File: config.mk
export PLATFORM = sky130hd
export DESIGN_NAME = median_window
export DESIGN_NICKNAME = d
export VERILOG_FILES = /design/src/rtl/median_window.sv
export SDC_FILE = /design/constraint.sdc
export NUM_CORES = 1
export LEC_CHECK = 0
export CORE_ASPECT_RATIO = 1.2
export CORE_MARGIN = 2
export CORE_UTILIZATION = 35
export CTS_CLUSTER_SIZE = 10
export DETAILED_ROUTE_END_ITERATION = 12
export PLACE_DENSITY = 0.66
export SLEW_MARGIN = 20
export SYNTH_ARGS = -nofsm -noshare
export SYNTH_HDL_FRONTEND = slang
export SYNTH_SLANG_ARGS = --single-unit
File: constraint.sdc
create_clock -name clk -period 2.55 [get_ports clk]
set_clock_uncertainty 0.05 [all_clocks]
set_input_delay 0.765 -clock clk [delete_from_list [all_inputs] [get_ports clk]]
set_output_delay 0.765 -clock clk [all_outputs]
set_load 0.005 [all_outputs]
File: src/rtl/median_window.sv
// median_window: 3-tap sliding window with edge replication at frame start/end,
// producing one registered (x[n-1], x[n], x[n+1]) triple per input sample.
module median_window #(
   parameter int WIDTH = 8,
   parameter int LEN_W = 16
) (
   input  logic             clk,
   input  logic             rst,
   input  logic             in_valid,
   output logic             in_ready,
   input  logic [WIDTH-1:0] in_data,
   input  logic             in_last,
   output logic             out_valid,
   input  logic             out_ready,
   output logic [WIDTH-1:0] out_a0,
   output logic [WIDTH-1:0] out_a1,
   output logic [WIDTH-1:0] out_a2,
   output logic             out_last,
   output logic [LEN_W-1:0] out_len
);
   typedef enum logic [1:0] {IDLE, RUN, FLUSH} state_t;
   state_t state;
   logic [WIDTH-1:0] prev, cur;
   logic [LEN_W-1:0] count;
   logic free, in_fire;
   always_comb begin
      free = !out_valid || out_ready;
      in_ready = (state == IDLE) ? 1'b1 : (state == RUN) ? free : 1'b0;
      in_fire = in_valid && in_ready;
   end
   always_ff @(posedge clk or posedge rst)
      if (rst) begin
         state <= IDLE;
         prev <= '0;
         cur <= '0;
         count <= '0;
         out_valid <= 1'b0;
         out_last <= 1'b0;
         out_a0 <= '0;
         out_a1 <= '0;
         out_a2 <= '0;
         out_len <= '0;
      end else begin
         // A triple loaded below overrides this drain
         if (out_ready) out_valid <= 1'b0;
         case (state)
            IDLE: if (in_fire) begin
               prev <= in_data;
               cur <= in_data;
               count <= LEN_W'(1);
               state <= in_last ? FLUSH : RUN;
            end
            RUN: if (in_fire) begin
               out_a0 <= prev;
               out_a1 <= cur;
               out_a2 <= in_data;
               out_last <= 1'b0;
               out_valid <= 1'b1;
               prev <= cur;
               cur <= in_data;
               count <= (&count) ? count : count + 1'b1;
               if (in_last) state <= FLUSH;
            end
            FLUSH: if (free) begin
               out_a0 <= prev;
               out_a1 <= cur;
               out_a2 <= cur;
               out_last <= 1'b1;
               out_len <= count;
               out_valid <= 1'b1;
               state <= IDLE;
            end
            default: state <= IDLE;
         endcase
      end
endmodule

==> metrics.md <==
| Metric | Value |
|---|---|
| Max-slew violation count | 0 |
| Final Net Count | between 400 and 500 |
| Leakage Power | between 0.002 and 0.0025 uW |
| CP arrival | 1.63 ns |
| Number of global-route vias before repair | 2,784 |
| Top-Level Pins | 56 |
| Sum of negative setup slack | 0 ns |
| Yosys top cell area share | 55.4% |
| Maximum fanout encountered on the critical timing path | 3 |
| Type of element capturing the critical path | primary output |
| Post-Place Worst Slack | -0.494 ns |
| Cell accounting for the most synthesized area | sky130_fd_sc_hd__dfrtp_1 |
| Unrepaired setup endpoints after global routing | no |
| ANT nets after route | 0 |
| Worst r2r dst | out_a1[5]$_DFFE_PP0P_ |
| Post-layout worst setup margin | 0.103 ns |
| Clock buffers created by TritonCTS | 9 |
| Total Die Area | between 10,000 and 15,000 um^2 |
| Die boundary height | 112 um |
| Most repeated cell in the gate-level netlist after synthesis | sky130_fd_sc_hd__dfrtp_1 |
| Final setup fails | 0 |
| Global-route wire length before repair | around 14 mm |
| Clock tree from TritonCTS | yes |
| Final Routed Wirelength | 8.16 mm |
| IO Port Bufs | 55 |
| Endpoint required time on the critical path | 1.74 ns |
| Highest Clock Rate | 409 MHz |
| Path category of the worst min-delay check | reg -> reg |
| Run status | finished, final reports clean |
| Number of library cell types mapped by synthesis | 41 |
| Largest net degree at the start of global routing | 25 |
| Final routed wire length divided by cell count | 15.5 um |
| Worst Setup Path Type | in -> out |
| Initial antenna violation count | 0 |
| Yosys warning count | 0 |
| Via-per-instance ratio | about 5.1 |
| Final worst path period need | around 2.4 ns |
| Placed wire-length estimate | 5.51 mm |
| Setup slack of the worst register-to-register path | 0.17 ns |
| Max-cap violation count | 0 |
| Reg-to-reg critical path startpoint | state[0]$_DFFE_PP0P_ |
| Async set-or-reset flop fraction in the synthesized netlist | 100% |
| Starting utilization of the core area | 36.1% |
| Global-route usage over all layers | 16.9% |
| Pin slew with the least headroom to its limit | 0.726 ns |
| Placed instance area | 4330 um^2 |
| Global placement routability congestion | around 0.8 |
| Main synth FF type | sky130_fd_sc_hd__dfrtp_1 |
| Share of cells above drive strength 1 | 17.4% |
| Power density of the placed cells | 1150 nW/um^2 |
| Post-synthesis instance total | 317 |
| Hold Path Sink | out_len[1]$_DFFE_PP0P_ |
| Root buffer cell | sky130_fd_sc_hd__clkbuf_16 |
| Post-synthesis cell area | approximately 3400 um^2 |
| Startpoint Class | input pin |
| Most common library cells after synthesis | sky130_fd_sc_hd__dfrtp_1, sky130_fd_sc_hd__nand2_1, sky130_fd_sc_hd__a21oi_1, sky130_fd_sc_hd__nor2_1, sky130_fd_sc_hd__mux2_2 |
| Post-layout power | 5370 uW |
| Site row count | 39 |
| Fin cells | 525 |
| Endpoints failing hold | 0 |
| VDD IR-drop max | 0.574 mV |
| Drt first pass iters | 4 |
| # hold bufs at CTS | 0 |
| CTS sink count | 76 |
| Iteration-0 DRC count of the detailed router | between 100 and 150 |
| Residual overflow from global routing | 0 |
| Sequential-to-total area share from yosys stat | 55.4% |
| CTS Buffer Depth | 2 |
| Area Overhead vs Synth | 36.0% |
| Post-synth EDFFs | 0 |
| DRC viols | 0 |
| CTS clock-pin slew for the worst setup and hold paths | approximately 0.06 ns |
| Worst slew slack as a fraction of its limit | 51.4% |
| CTS H-tree depth | 3 |
| Worst Hold Depth | 2 |
| Number of vias after detailed routing | between 2,000 and 3,000 |
| Die X | 94.4 um |
| Setup Fix Bufs, Post-CTS | 0 |
| Area of the placeable core | 9520 um^2 |
| Ant diodes | 0 |
| Fin crit share | between 90 and 100% |
| Startpoint of the worst hold path | out_len[1]$_DFFE_PP0P_ |
| Number of storage elements in the synthesis netlist | 76 |
| Clock latency at the later pin of the worst-skew pair | 0.34 ns |
| Placed Cells | 508 |
| Synthesized Nets | 334 |
| Biggest area contributors in the synthesized netlist | sky130_fd_sc_hd__dfrtp_1, sky130_fd_sc_hd__nand2_1, sky130_fd_sc_hd__mux2_2 |
| Depth of the most critical reg-to-reg path | 6 |
| Mapped Avg Cell Area | 10.8 um^2 |
| Final design area excluding fillers | 4660 um^2 |
==> per-stage QoR <==
| step | util (%) | hold WS (ns) |
|---|---|---|
| final | 49.0 | 0.432 |
| after global routing | 49.0 | 0.461 |
| after CTS | 48.9 | 0.433 |
| after detailed placement | 45.5 | 0.420 |
| after global placement | 45.5 | 0.409 |
| after floorplan | - | 0.394 |
==> repair_timing <==
action                     CTS  global route
resized for setup            4             1
setup endpoints to repair   24            10
cloned                       1             0
pin swaps                    1             0
==> worst max-delay path, stage by stage <==
cell                            delay (ns)
sky130_fd_sc_hd__dlygate4sd2_1        0.26
sky130_fd_sc_hd__nand2b_4             0.15
sky130_fd_sc_hd__a21o_1               0.19
sky130_fd_sc_hd__dlygate4sd2_1        0.27
==> worst max-delay path by stage <==
stage | startpoint | endpoint | cells after the start
final | out_ready | in_ready | 4
after global routing | in_valid | out_a2[1]$_DFFE_PP0P_ | 6
after CTS | in_valid | out_a0[7]$_DFFE_PP0P_ | 4
after detailed placement | out_ready | out_a2[1]$_DFFE_PP0P_ | 7
after global placement | out_ready | out_a0[4]$_DFFE_PP0P_ | 5
after floorplan | out_ready | out_a0[0]$_DFFE_PP0P_ | 5
==> placed cells by master, fill, tap and decap left out, types with 2 or more instances in the layout <==
master / n
sky130_fd_sc_hd__a211oi_4: 2
sky130_fd_sc_hd__a21o_1: 2
sky130_fd_sc_hd__a21oi_1: 20
sky130_fd_sc_hd__a41oi_1: 2
sky130_fd_sc_hd__and3_1: 3
sky130_fd_sc_hd__and4_4: 2
sky130_fd_sc_hd__buf_12: 3
sky130_fd_sc_hd__buf_4: 25
sky130_fd_sc_hd__clkbuf_16: 9
sky130_fd_sc_hd__clkdlybuf4s50_1: 53
sky130_fd_sc_hd__clkinvlp_4: 3
sky130_fd_sc_hd__dfrtp_1: 76
sky130_fd_sc_hd__dlygate4sd2_1: 2
sky130_fd_sc_hd__ha_1: 3
sky130_fd_sc_hd__inv_1: 7
sky130_fd_sc_hd__inv_6: 2
sky130_fd_sc_hd__mux2_1: 14
sky130_fd_sc_hd__mux2_2: 17
sky130_fd_sc_hd__mux2i_1: 16
sky130_fd_sc_hd__nand2_1: 53
sky130_fd_sc_hd__nand3_1: 11
sky130_fd_sc_hd__nand4_1: 4
sky130_fd_sc_hd__nor2_1: 19
sky130_fd_sc_hd__o211ai_1: 6
sky130_fd_sc_hd__o21ai_0: 16
sky130_fd_sc_hd__o311ai_0: 3
sky130_fd_sc_hd__o31ai_1: 3
sky130_fd_sc_hd__or3_1: 2
sky130_fd_sc_hd__or3b_1: 2
sky130_fd_sc_hd__or4_1: 3
==> flip-flops by register name (all words and copies together) (netlist names) <==
name / cells
out_last: 1
out_valid: 1
out_a0: 8
cur: 8
state: 2
count: 16
out_len: 16
out_a1: 8
out_a2: 8
prev: 8
==> kinds of logic after synthesis <==
kind of cell | after synthesis | share of synthesized area (%)
adders and majority gates | 4 | 1.46
DFF | 76 | 55.4
AOI/OAI and AO/OA | 61 | 11.1
and+or+nand+nor | 106 | 14.4
muxes | 47 | 14.8
buffers and inverters | 23 | 2.84
==> per-layer routing <==
metal	track usage [%]	routed length (um)	vias to the layer above
met2	27.8	3980	79
li1	-	-	1285
met5	0	0	-
met4	6.47	138	0
met1	21.4	3620	1295
met3	4.36	421	13
==> power breakdown <==
group	switching, uW	internal, uW
logic	1030	1150
clock network	529	793
registers	271	1600
==> layout make-up <==
| cell class | instances | area [um^2] |
|---|---|---|
| multi-input cells | 219 | 1470 |
| fillers | 877 | 4850 |
| clock inverters | 6 | 71.3 |
| inverters | 8 | 33.8 |
| repair buffers | 83 | 796 |
| clock buffers | 10 | 239 |
| well taps | 123 | 154 |
| flip-flops and latches | 76 | 1900 |
Power figures use the tool's default switching activity.
